--- config.mk ---
export PLATFORM = sky130hd
export DESIGN_NAME = flash_word_reader
export DESIGN_NICKNAME = d
export VERILOG_FILES = /design/src/rtl/flash_pkg.sv /design/src/rtl/flash_access_timer.sv /design/src/rtl/flash_word_reader.sv
export SDC_FILE = /design/constraint.sdc
export NUM_CORES = 1
export LEC_CHECK = 0
export ABC_AREA = 1
export CAP_MARGIN = 30
export CORE_AREA = 3 3 68 134
export DETAILED_ROUTE_END_ITERATION = 12
export DIE_AREA = 0 0 71 137
export HOLD_SLACK_MARGIN = 0.05
export SLEW_MARGIN = 25
export SYNTH_ARGS = -nofsm -noshare
export SYNTH_HDL_FRONTEND = slang
export SYNTH_SLANG_ARGS = --single-unit
--- constraint.sdc ---
create_clock -name iclk -period 3.2 [get_ports iclk]
set_input_delay 0.64 -clock iclk [delete_from_list [all_inputs] [get_ports iclk]]
set_output_delay 0.64 -clock iclk [all_outputs]
set_load 0.05 [all_outputs]
--- src/rtl/flash_pkg.sv ---
// Shared definitions for the flash word reader: state encoding, default timings
// and the flash address width also used by the ROM loader.
package flash_pkg;

    typedef enum logic [2:0] {
        StRstHold,
        StRstRec,
        StIdle,
        StRdHi,
        StRdLo
    } flash_state_e;

    localparam int unsigned ACCESS_CYCLES_DEFAULT = 6;
    localparam int unsigned RESET_CYCLES_DEFAULT  = 32;
    localparam int unsigned FLASH_AW              = 23;

    // Flash words are 16 bits, so the read always starts at the even byte.
    function automatic logic [FLASH_AW-1:0] word_addr(input logic [FLASH_AW-1:0] byte_addr);
        return byte_addr & ~{{(FLASH_AW-1){1'b0}}, 1'b1};
    endfunction

endpackage

--- src/rtl/flash_access_timer.sv ---
// Clearable 8-bit phase counter; done is high on the last clock of a phase
// (count == limit-1), so the count never wraps.
module flash_access_timer (
    input  logic       iclk,
    input  logic       ireset,
    input  logic       iclear,
    input  logic [7:0] ilimit,
    output logic       odone
);

    logic [7:0] count_q;

    always_ff @(posedge iclk or posedge ireset) begin
        if (ireset) begin
            count_q <= '0;
        end else if (iclear) begin
            count_q <= '0;
        end else begin
            count_q <= count_q + 8'd1;
        end
    end

    assign odone = (count_q == ilimit - 8'd1);

endmodule

--- src/rtl/flash_word_reader.sv ---
// Toggle-handshake responder that reads a big-endian 16-bit word from the 8-bit
// parallel NOR flash as two byte accesses; also sequences the flash reset pin.
module flash_word_reader
    import flash_pkg::*;
#(
    parameter int unsigned ACCESS_CYCLES = ACCESS_CYCLES_DEFAULT,
    parameter int unsigned RESET_CYCLES  = RESET_CYCLES_DEFAULT
) (
    input  logic                iclk,
    input  logic                ireset,
    input  logic [FLASH_AW-1:0] ifl_addr,
    input  logic                ifl_req,
    output logic                ofl_ack,
    output logic [15:0]         ofl_data,
    output logic                oready,
    output logic [FLASH_AW-1:0] oflash_addr,
    input  logic [7:0]          iflash_dq,
    output logic                oflash_ce_n,
    output logic                oflash_oe_n,
    output logic                oflash_we_n,
    output logic                oflash_rst_n,
    output logic                oflash_wp_n
);

    flash_state_e state_q;
    logic [7:0]   hi_q;
    logic         timer_clear;
    logic         timer_done;
    logic [7:0]   timer_limit;

    // Counter is held at zero in idle so every read phase starts from a fresh count.
    assign timer_clear = timer_done | (state_q == StIdle);
    assign timer_limit = (state_q == StRstHold || state_q == StRstRec) ?
                         8'(RESET_CYCLES) : 8'(ACCESS_CYCLES);

    flash_access_timer u_timer (
        .iclk   (iclk),
        .ireset (ireset),
        .iclear (timer_clear),
        .ilimit (timer_limit),
        .odone  (timer_done)
    );

    assign oflash_we_n = 1'b1;
    assign oflash_wp_n = 1'b0;

    always_ff @(posedge iclk or posedge ireset) begin
        if (ireset) begin
            state_q      <= StRstHold;
            hi_q         <= '0;
            ofl_ack      <= 1'b0;
            ofl_data     <= '0;
            oready       <= 1'b0;
            oflash_addr  <= '0;
            oflash_ce_n  <= 1'b1;
            oflash_oe_n  <= 1'b1;
            oflash_rst_n <= 1'b0;
        end else begin
            unique case (state_q)
                StRstHold: begin
                    if (timer_done) begin
                        oflash_rst_n <= 1'b1;
                        state_q      <= StRstRec;
                    end
                end
                StRstRec: begin
                    if (timer_done) begin
                        oready  <= 1'b1;
                        state_q <= StIdle;
                    end
                end
                StIdle: begin
                    if (ifl_req != ofl_ack) begin
                        oflash_addr <= word_addr(ifl_addr);
                        oflash_ce_n <= 1'b0;
                        oflash_oe_n <= 1'b0;
                        state_q     <= StRdHi;
                    end
                end
                StRdHi: begin
                    if (timer_done) begin
                        hi_q           <= iflash_dq;
                        oflash_addr[0] <= 1'b1;
                        state_q        <= StRdLo;
                    end
                end
                StRdLo: begin
                    if (timer_done) begin
                        ofl_data    <= {hi_q, iflash_dq};
                        ofl_ack     <= ~ofl_ack;
                        oflash_ce_n <= 1'b1;
                        oflash_oe_n <= 1'b1;
                        state_q     <= StIdle;
                    end
                end
                default: state_q <= StRstHold;
            endcase
        end
    end

endmodule
======== Word level (Yosys, flattened, before mapping) ========
Cells that the tools add are included.
storage, ports and cells
  word-level logic and storage cells ...... 50
  bits of input ports ..................... 34
  register bits after elaboration ......... 62
operators by class
  $add $sub $neg .......................... 2
  equal/unequal tests ..................... 11
  bitwise gates (word level) .............. 2
  reduce and logical (&&, ||, !) cells .... 13
  muxes and demuxes ....................... 12
operators with widths
  cell                   count
  $mux W3                4
  $pmux W3 S4            1
  $reduce_and A2 Y1      5
  $add A8 B1 Y8 const B  1
  $eq A8 B8 Y1           1
  $mux W8                1
  $sub A6 B1 Y7 const B  1
  $eq A3 B2 Y1 const B   2
  $mux W6                1
  $ne A2 B2 Y1 const B   3
  $reduce_and A3 Y1      2
  $ne A2 B1 Y1 const B   2
  $pmux W1 S2            2
  $reduce_and A4 Y1      1
  $reduce_bool A2 Y1     2
  $eq A3 B1 Y1 const B   1
  $eq A3 B3 Y1 const B   1
  $logic_not A3 Y1       1
  $mux W1                3
  $reduce_or A2 Y1       1
  $logic_or A1 B1 Y1     1
  $ne A1 B1 Y1           1
  $not A1 Y1             1
  $or A1 B1 Y1           1

======== Depth between registers and ports, before layout ========
Gate-level depths: netlist of run 1.
  depth in word-level cells ............... 7
  gate-level depth with buffers ........... 10
  mapped depth without buffers ............ 9

======== Hierarchy ========
Synthesis of run 1 repeated with hierarchy kept, for this count alone.
second synthesis, totals
  cells, all modules ...................... 355
  area, all modules ....................... 2891.5 um2
modules (own cells, without submodules)
  module              cells each  instances  area each (um2)
  flash_word_reader   246         1          2240.9
  flash_access_timer  109         1          650.6

======== Least setup slack after synthesis of run 1 ========
Ideal clock, no wire load.
  path kind ............................... reg2out
  start ................................... register oflash_oe_n
  end ..................................... output port oflash_oe_n
  buffers on the path ..................... 1
  stages on the path, launching flop included .. 2
  path slack .............................. 1.632 ns
  data required time ...................... 2.560 ns
  data arrival time ....................... 0.928 ns
  cell sequence ........................... dfstp_2 -> buf_4
RTL lines
  what                    RTL line                 RTL
  start, declared         flash_word_reader.sv:19  output logic oflash_oe_n,
  start signal, assigned  flash_word_reader.sv:56  oflash_oe_n <= 1'b1;
  start signal, assigned  flash_word_reader.sv:76  oflash_oe_n <= 1'b0;
  start signal, assigned  flash_word_reader.sv:92  oflash_oe_n <= 1'b1;
No word-level cell between the ends.

======== Final worst setup path of run 1 ========
  start ................................... register oflash_oe_n
  end ..................................... output port oflash_oe_n
No word-level cell between the ends.

==> qor.csv, run 1 <==
metric,value,unit
fin_nets,424,
cts-root-buf,clkbuf_16,
core_area,8233,µm²
portBuffers,76,
die_h,137,µm
rows,47,
ant_nets,0,
hp-class,reg2reg,
clkSlewWorstSetupHoldPaths,0.05,ns
synth_top_area_cell,dfrtp_1,
grt_pass1_vias,2177,
status,"complete, no violations",
clockBufferDepth,2,
hold_viol_final,0,
cts_tree,yes,
drc_errors,0,
grt_pass1_wl,10.55,mm
seq_area_frac_synth,57.69,%
area_delta_synth_final,41.98,%
final_cell_mix,"140 x nand2_1, 76 x clkdlybuf4s50_1, 61 x dfrtp_1",
fin_hold_ws,0.4722,ns
worstMarginPinSlew,0.7257,ns
num_io_pins,80,
crit_buf_inv,1,
numCtsBuffers,9,
clock_skew,0.006063,ns
clock_latency,0.33,ns
critPathKind,reg2out,
syn_area,2691,µm²
initial_core_util,32.69,%
htreeDepth,3,
synth_area_leaders,"dfrtp_1 57%, nand2_1 20%, o21ai_0 4.6%",
grt_usage,14.12,%
post_cts_resized,0,
tns,0,ns
die_area,9727,µm²
hpwlAfterDp,4.546,mm
grt_setup_unrepaired,no,
finalCritPeriodShare,71.68,%
worstPathRequired,2.56,ns
p_leak,0.001895,µW
holdBufCountCts,0,
wl,6.284,mm
gp_congestion,0.7630,
overflow,0,
antenna_found_initial,0,
synth_top_area_share,56.72,%
yosysUniqueCellTypes,27,
slew_headroom,51.50,%
power,1817,µW
avgSynthCellArea,8.626,µm²
max-cap-violations,0,
max_stage_delay,0.80,ns
start_kind,register,
dr.first_iter.drc_count,107,
cts.sinks,62,
num_antenna_cells,0,
final-setup-viol-count,0,
path_cells,clkdlybuf4s50_1,
drive_gt1_share,8.440,%
slowest_stage,clkdlybuf4s50_1,
mappedNetlistNets,347,
arrival,1.65,ns
die_w,71,µm
first_pass_iters,6,
wl_per_cell,12.85,µm
vias_per_cell,4.458,
end_kind,primary output,
clock.fmax,436.0,MHz
grt_max_degree,43,
ys_seq_elements,62,
cp_top_family,buffers and inverters,
peakVddDrop,0.0002246,V
yosys_warnings,0,
seq_area,1553,µm²
ff2ff_setup_slack,1.50,ns
finalMaxSlewViolations,0,
min_period,2.294,ns
power.density,475.6,nW/µm²
final_common_cell,nand2_1,
crit_path_max_fanout,3,
nFillCells,815,
dr_total_vias,2180,
multi_input_area,982.2,µm²
postSynthCellCount,312,
cts_setup_buffers,0,
final timing paths:
check,start,cells after the start,to
min reg2reg,hi_q[5]$_DFFE_PP0P_,2,ofl_data[13]$_DFFE_PP0P_
max reg2reg,state_q[2]$_DFFE_PP0P_,7,oflash_addr[21]$_DFFE_PP0P_
min,hi_q[5]$_DFFE_PP0P_,2,ofl_data[13]$_DFFE_PP0P_
max,oflash_oe_n$_DFFE_PP1P_,1,oflash_oe_n
min in group asynchronous,ireset,2,oflash_addr[4]$_DFFE_PP0P_
max in group asynchronous,ireset,3,oflash_oe_n$_DFFE_PP1P_
final cells by class:
type | instances | share of cell area, %
Inverter | 21 | 2.063
Timing Repair Buffer | 78 | 20.63
Clock buffer | 12 | 6.974
Multi-Input combinational cell | 217 | 25.70
Sequential cell | 62 | 40.64
Tap cell | 98 | 3.209
Clock inverter | 1 | 0.7859
state kept, by name, summed over array words and instances (netlist names):
| register | flops |
|---|---|
| hi_q | 8 |
| ofl_ack | 1 |
| ofl_data | 16 |
| oflash_addr | 23 |
| oflash_oe_n | 1 |
| oflash_rst_n | 1 |
| oready | 1 |
| state_q | 3 |
| u_timer.count_q | 8 |
synthesized netlist by cell type, drive strengths merged:
cell	number
ha	1
nor3b	2
o21ai	26
conb	2
nand3	10
nand2	146
or2	2
inv	21
dfrtp	61
buf	10
nor2	18
nand4	1
dfstp	1
xor2	3
a21oi	2
nor3	2
o21bai	2
clkbuf	2
cells by family after synthesis:
| family | synth area share [%] |
|---|---|
| compound gates | 5.764 |
| simple gates | 29.01 |
| other cells | 0.2790 |
| flops | 57.69 |
| fa+ha+maj | 0.4648 |
| xor+xnor | 0.9765 |
| buf+inv | 5.811 |
where the power goes:
part           leakage [µW]  internal [µW]  switching [µW]
clock              0.000147            652             314
combinational      0.000994           37.4            28.7
sequential         0.000755            786               0
metrics by stage:
stage | util, % | area (µm²) | instances | setup WS [ns]
finish | 46.41 | 3821 | 489 | 0.9063
CTS | 46.41 | 3821 | 489 | 0.8848
global route | 46.41 | 3821 | 489 | 0.8579
detailed placement | 42.81 | 3525 | 476 | 0.9617
global placement | 42.81 | 3525 | 476 | 0.9643
floorplan | - | 2691 | 312 | 1.020
routing by layer:
| metal | GRT usage [%] | wire length, µm | part of all wire, % | up-vias |
|---|---|---|---|---|
| met2 | 25.03 | 3421 | 54 | 54 |
| met5 | 0 | 0 | 0 | - |
| met4 | 6.904 | 133 | 2.1 | 0 |
| met1 | 14.81 | 2394 | 38 | 1008 |
| met3 | 4.485 | 335 | 5.3 | 9 |
| li1 | - | - | - | 1109 |
No activity file was read; power rests on OpenSTA's default activity.
==> inputs of run 2 (changes only) <==
- clock period: 3.2 -> 1.98 ns (I/O delays scaled with it)
==> run 2 against run 1 <==
Largest power group unchanged. First-iteration DRC count decreased by 21%. Clock power increased by 57%. Highest routed layer unchanged. Final area increased by 0.56%. Global-route usage about the same. Non-clock buffer count increased by 3. Clock-buffer cell count increased by 1. Largest cell class unchanged. Die area unchanged. Via count increased by 0.23%.
==> qor.csv, run 2 (synthesis gave the netlist of run 1 again) <==
metric,value,unit
status,"complete, no violations",
initial_core_util,32.69,%
grt_pass1_vias,2244,
num_antenna_cells,0,
stdcell_area,3842,µm²
first_pass_iters,4,
post_cts_resized,0,
antenna_found_initial,0,
max_stage_delay,0.82,ns
path_cells,clkdlybuf4s50_1,
grt_max_degree,28,
worstPathRequired,1.58,ns
nFillCells,829,
grt_use_met1,14.65,%
hp-class,in2async,
critPathKind,reg2out,
largest_register,oflash_addr,
htreeDepth,3,
dpl-instance-area,3552,µm²
min_period,1.912,ns
drc_errors,0,
final_cell_mix,"140 x nand2_1, 68 x clkdlybuf4s50_1, 61 x dfrtp_1",
die_h,137,µm
end_kind,primary output,
finalMaxSlewViolations,0,
numCtsBuffers,9,
grt-busiest-layer,met2,
grt_setup_unrepaired,no,
slowest_stage,clkdlybuf4s50_1,
use_met2,26.11,%
core_area,8233,µm²
cts_setup_buffers,0,
final-setup-viol-count,0,
worstMarginPinSlew,0.5312,ns
cts-root-buf,clkbuf_16,
clockBufferDepth,2,
overflow,0,
fin_nets,427,
final_common_cell,nand2_1,
dr.first_iter.drc_count,85,
hold_viol_final,0,
largest_reg_flops,23,
cts_tree,yes,
peakVddDrop,0.0004331,V
clock_skew,0.007858,ns
arrival,1.52,ns
dr_total_vias,2185,
die_area,9727,µm²
start_kind,register,
slew_headroom,64.47,%
reg_top3,"oflash_addr x23, ofl_data x16",
rows,47,
crit_buf_inv,1,
portBuffers,76,
cp_top_family,buffers and inverters,
grt_usage,14.16,%
wl,6.183,mm
num_io_pins,80,
drive_gt1_share,10.89,%
hpwlAfterDp,4.669,mm
max-cap-violations,0,
clkSlewWorstSetupHoldPaths,0.05,ns
tns,0,ns
ant_nets,0,
vias_per_cell,4.432,
finalCritPeriodShare,96.59,%
p_leak,0.001919,µW
wl_per_cell,12.54,µm
clock_latency,0.32,ns
area_delta_synth_final,42.77,%
grt_pass1_wl,10.65,mm
use_met3,2.941,%
gp_congestion,0.8041,
cts.sinks,62,
power.density,755.7,nW/µm²
crit_path_max_fanout,3,
clock.fmax,522.9,MHz
holdBufCountCts,0,
die_w,71,µm
==> run 2: cell types whose count changed in the layout (fill, tap and decap cells not counted), sizes merged <==
cell | previous run | this run
buf | 2 | 13
clkdlybuf4s50 | 76 | 68
clkbuf | 12 | 13
==> run 2: area by class of cell <==
cell class / count / area, µm² / share of cell area, %
clock buffers: 13 / 260.3 / 6.773
clock inverters: 1 / 30.03 / 0.7815
inverters: 21 / 78.83 / 2.051
multi-input cells: 217 / 982.2 / 25.56
flip-flops and latches: 62 / 1553 / 40.41
well taps: 98 / 122.6 / 3.191
repair buffers: 81 / 815.8 / 21.23
==> run 2: where the power goes <==
part | total (µW) | internal (µW) | switching, µW | leakage [µW]
clock network | 1520 | 1030 | 495 | 0.000142
logic | 112 | 64.2 | 47.6 | 0.00102
registers | 1270 | 1270 | 0 | 0.000755
total | 2900 | 2360 | 543 | 0.00192
==> run 2: per-layer routing <==
layer | part of all wire, % | vias to the layer above | wire length (µm)
li1 | - | 1117 | -
met1 | 37 | 1010 | 2287
met2 | 56 | 50 | 3483
met3 | 4.8 | 8 | 296
met4 | 1.9 | 0 | 115
met5 | 0 | - | 0
==> run 2: path summary, 6_finish.rpt <==
kind                                             from                           to  slack, ns  cells past startpoint
max                               ofl_ack$_DFFE_PP0P_                      ofl_ack       0.07                      1
min                                            ireset     oflash_rst_n$_DFFE_PP0P_       0.39                      2
max reg2reg                    state_q[2]$_DFFE_PP0P_          ofl_ack$_DFFE_PP0P_       0.28                      6
min reg2reg                oflash_addr[1]$_DFFE_PP0P_   oflash_addr[1]$_DFFE_PP0P_       0.47                      2
max in group asynchronous                      ireset  oflash_addr[14]$_DFFE_PP0P_       1.11                      3
min in group iclk          oflash_addr[1]$_DFFE_PP0P_   oflash_addr[1]$_DFFE_PP0P_       0.47                      2
==> run 2: stage by stage <==
| stage | utilization, % | hold slack [ns] | setup WS [ns] | power, µW | cells |
|---|---|---|---|---|---|
| final | 46.67 | 0.3916 | 0.06753 | 2904 | 493 |
| after global routing | 46.67 | 0.4197 | 0.02206 | 3014 | 493 |
| after CTS | 46.67 | 0.3998 | 0.04241 | 2949 | 493 |
| after detailed placement | 43.15 | 0.4621 | 0.2476 | 1405 | 479 |
| after global placement | 43.15 | 0.4581 | 0.2770 | 1404 | 479 |
| after floorplan | - | 0.4493 | 0.04426 | 1324 | 312 |
